===== config.mk =====
export PLATFORM = sky130hd
export DESIGN_NAME = bcd_updn_counter
export DESIGN_NICKNAME = d
export VERILOG_FILES = /design/src/rtl/bcd_updn_counter.sv
export SDC_FILE = /design/constraint.sdc
export NUM_CORES = 1
export LEC_CHECK = 0
export CAP_MARGIN = 20
export CORE_MARGIN = 5
export CORE_UTILIZATION = 31
export CTS_CLUSTER_DIAMETER = 200
export DETAILED_ROUTE_END_ITERATION = 12
export HOLD_SLACK_MARGIN = 0.15
export PLACE_DENSITY = 0.53
export SLEW_MARGIN = 40
export SYNTH_ARGS = -nofsm -noshare
export SYNTH_HDL_FRONTEND = slang
export SYNTH_SLANG_ARGS = --single-unit
export TNS_END_PERCENT = 100

===== constraint.sdc =====
create_clock -name CLK -period 4 [get_ports CLK]
set_input_delay 1.2 -clock CLK [delete_from_list [all_inputs] [get_ports CLK]]
set_output_delay 1.2 -clock CLK [all_outputs]
set_load 0.01 [all_outputs]

===== src/rtl/bcd_updn_counter.sv =====
// rtl/bcd_updn_counter.sv - multi-decade loadable BCD up/down counter with modulus, saturate and cascade
module bcd_updn_counter #(
  parameter int DIGITS = 4,
  parameter logic [4*DIGITS-1:0] RST_VAL = '0
) (
  input  logic                  CLK,
  input  logic                  RESET_B,
  input  logic                  LOAD,
  input  logic                  EN,
  input  logic                  CI,
  input  logic                  UP,
  input  logic                  MODE,
  input  logic [4*DIGITS-1:0]   LIMIT,
  input  logic [4*DIGITS-1:0]   IN,
  input  logic                  OVF_CLR,
  output logic [4*DIGITS-1:0]   Q,
  output logic                  RC,
  output logic                  TC,
  output logic                  OVF
);

  localparam int W = 4 * DIGITS;

  function automatic logic [W-1:0] bcd_inc(input logic [W-1:0] v);
    logic [W-1:0] r;
    logic         c;
    r = v;
    c = 1'b1;
    for (int d = 0; d < DIGITS; d++) begin
      if (c) begin
        if (v[4*d +: 4] == 4'd9) begin
          r[4*d +: 4] = 4'd0;
        end else begin
          r[4*d +: 4] = v[4*d +: 4] + 4'd1;
          c = 1'b0;
        end
      end
    end
    return r;
  endfunction

  function automatic logic [W-1:0] bcd_dec(input logic [W-1:0] v);
    logic [W-1:0] r;
    logic         b;
    r = v;
    b = 1'b1;
    for (int d = 0; d < DIGITS; d++) begin
      if (b) begin
        if (v[4*d +: 4] == 4'd0) begin
          r[4*d +: 4] = 4'd9;
        end else begin
          r[4*d +: 4] = v[4*d +: 4] - 4'd1;
          b = 1'b0;
        end
      end
    end
    return r;
  endfunction

  // Load values are sanitised digit by digit so Q never holds an invalid decade.
  function automatic logic [W-1:0] bcd_clamp(input logic [W-1:0] v);
    logic [W-1:0] r;
    for (int d = 0; d < DIGITS; d++) begin
      r[4*d +: 4] = (v[4*d +: 4] > 4'd9) ? 4'd9 : v[4*d +: 4];
    end
    return r;
  endfunction

  logic at_top;
  logic at_zero;
  logic at_term;
  logic step;
  logic term;

  assign at_top  = (Q >= LIMIT);
  assign at_zero = (Q == '0);
  assign at_term = UP ? at_top : at_zero;
  assign step    = EN & CI;
  assign term    = step & at_term;
  assign RC      = CI & at_term;

  always_ff @(posedge CLK or negedge RESET_B) begin
    if (!RESET_B) begin
      Q   <= RST_VAL;
      TC  <= 1'b0;
      OVF <= 1'b0;
    end else begin
      TC <= 1'b0;
      if (OVF_CLR) begin
        OVF <= 1'b0;
      end
      if (LOAD) begin
        Q <= bcd_clamp(IN);
      end else if (step) begin
        if (term) begin
          TC  <= 1'b1;
          OVF <= 1'b1;
          if (!MODE) begin
            Q <= UP ? '0 : LIMIT;
          end
        end else begin
          Q <= UP ? bcd_inc(Q) : bcd_dec(Q);
        end
      end
    end
  end

endmodule


==> impl_metrics.ini <==
[yosys]
synth_top_area_cell = dfrtp_1
synth_warnings = 0
ys.flop_type = dfrtp_1
ys_ff_latch = 18
syn_nets = 355
postSynthAreaPerCell_um2 = 7.78
synth_seq_area_share_pct = 19.4
synth-edff-count = 0
syn_inst = 299
synth.area.top_cells = dfrtp_1, ha_1, inv_1
syn_area_mm2 = 0.00233
async_flop_share_pct = 100
synth_commonest_cells = inv_1, nand2_1, nor2_1
ys_types = 64
synth_top_area_share_pct = 19.4

[drt]
via_per_inst = 5.24
drtPass1Iterations = 4
drtAntennaViolNets = 0
drt_wl_total_um = 7580
wire_per_inst_um = 15.5
num_vias = 2567
dr.first_iter.drc_count = 41
drc = 0

[timing]
skew_ps = 1.25
fin_setup_tns_ps = 0
hold_violations = 0
fin_crit_ps = 3890
slew-limit-headroom_pct = 64.4
rsz0062_at_grt = no
setup_viol = 0
fmax_mhz = 257
min_period_over_period_pct = 97.3
worst_pin_slew_ps = 521
holdWs_ps = 540
report.final.slew_viol_count = 0

[cells_and_area]
layout.nets = 448
fin_area_mm2 = 0.00351
area_growth_pct = 50.8
fillers = 778
postLayoutCoreUtil_pct = 48.1
drive_above_1_share_pct = 25.6
diodes = 0

[cts]
tritoncts = built
htree_num_levels = 1
cts.sinks = 18
cts_buffers = 3
clock_path_buffers = 2
clk_latency_ps = 260
root_buffer = clkbuf_8
clkTransAtPathRegs_ps = 80

[power]
p_leak_nw = 1.48
ir_worst_vdd_uv = 121
p_total_w = 0.00113
p_per_area_mw_per_mm2 = 321

[floorplanning]
die_y_um = 96.6
dieArea_mm2 = 0.00934
placement_rows = 31
initial_core_util_pct = 31.9
core_area_mm2 = 0.00729
ios = 59
die_x_um = 96.6

[worst_setup_path]
cp_slowest_stage_delay_ps = 450
worstSetupPathType = input port to output port
cp-end-kind = output port
path_max_fanout = 2
cp_top_family = compound AO/OA/AOI/OAI gates
cp_num_buf_inv = 3
crit_path_top_delay_cell = clkdlybuf4s50_1
worstPathRequired_ps = 2800
path_cells = clkdlybuf4s50_1, inv_1, ha_1, a2111o_1, a31oi_4, a21oi_2, buf_2
worstSetupStartpointType = input port
worstPathArrival_ps = 2690

[global_route]
grt_pass1_vias = 2581
grt_first_pass_wirelength_um = 12600
antenna_found_initial = 0
grt_start_max_net_pins = 39
gr-total-overflow = 0
track_usage_pct = 15.9

[worst_hold_path]
worstHoldPathType = flip-flop to flip-flop

[placed_design]
portBuffers = 58
dp_hpwl_um = 5610
gp_congestion = 0.828
placed_area_mm2 = 0.00320

[outcome]
status = finished, final reports clean

[job]
drv_cap = 0
==> placed cells by master (no fill, tap or decap), drive strengths merged, types with 4 or more instances in the layout <==
cell | Yosys | final
dlygate4sd2 | 0 | 10
mux2 | 9 | 9
nand3 | 10 | 10
a21oi | 19 | 19
nor2 | 26 | 26
nand2 | 26 | 26
o21ai | 22 | 22
ha | 16 | 16
clkbuf | 14 | 4
buf | 11 | 57
inv | 26 | 26
dfrtp | 18 | 18
a211oi | 4 | 4
mux2i | 7 | 7
nand3b | 9 | 9
xnor2 | 4 | 4
nor3 | 7 | 7
o211ai | 5 | 5
nor4 | 6 | 6
o31ai | 7 | 7
clkdlybuf4s50 | 0 | 42
==> worst min-delay path, stage by stage, from the launching register on <==
cell and delay [ps]:
dfrtp_1 380, inv_1 50, o22ai_1 70
==> cell families (layout without fill, tap and decap cells) <==
logic type | after synthesis | after routing | share of synthesized area (%)
buffers and inverters | 51 | 143 | 9.19
AOI/OAI and AO/OA | 96 | 96 | 31.3
xor gates and xnor gates | 6 | 6 | 2.26
and+or+nand+nor | 96 | 96 | 21.9
muxes | 16 | 16 | 7.37
adders and majority gates | 16 | 16 | 8.60
DFF | 18 | 18 | 19.4
==> repair_timing <==
action                                  in CTS  in global routing
endpoints found under the setup margin       1                  1
hold buffers                                 0                  0
setup buffers                               18                  0
resized for setup                           35                 10
pin swaps                                    9                  3
==> worst paths after layout <==
path	to	slack [ps]	start	cells past startpoint
min reg2reg	OVF	540	OVF	2
min	OVF	540	OVF	2
max	RC	110	LIMIT[2]	7
min in group asynchronous	Q[12]	880	RESET_B	1
max reg2reg	Q[1]	1010	Q[1]	11
max in group asynchronous	Q[5]	2790	RESET_B	1
==> layer usage <==
layer / wire, µm / vias to the layer above / global-route usage [%] / part of all wire, %
met5: 0 / - / 0 / 0
met4: 142 / 0 / 4.86 / 1.9
met3: 300 / 16 / 2.30 / 4.0
met2: 3740 / 59 / 27.3 / 49
met1: 3400 / 1206 / 20.5 / 45
li1: - / 1286 / - / -
==> power by group <==
group	total, W	internal, W	switching [W]
combinational	0.000692	0.000354	0.000338
clock	0.000162	0.0000878	0.0000737
sequential	0.000274	0.000215	0.0000591
total	0.00113	0.000657	0.000471
==> cell type report <==
cell class | count | area [µm²] | share of cell area (%)
multi-input combinational | 230 | 1800 | 51.2
timing repair buffer | 113 | 986 | 28.1
sequential | 18 | 450 | 12.8
tap | 99 | 124 | 3.53
inverter | 26 | 97.6 | 2.78
clock buffer | 4 | 55.1 | 1.57
==> through the flow <==
| stage | std cells | setup slack [ps] |
|---|---|---|
| after CTS | 490 | 2.14 |
| final | 490 | 109 |
| after floorplan | 299 | 343 |
| after detailed placement | 468 | -634 |
| after global placement | 468 | -623 |
| after global routing | 490 | 4.82 |
==> state kept, by name, indices dropped and copies added, names as in the netlist <==
signal,flops
Q,16
OVF,1
TC,1
No activity file was read; power rests on OpenSTA's default activity.
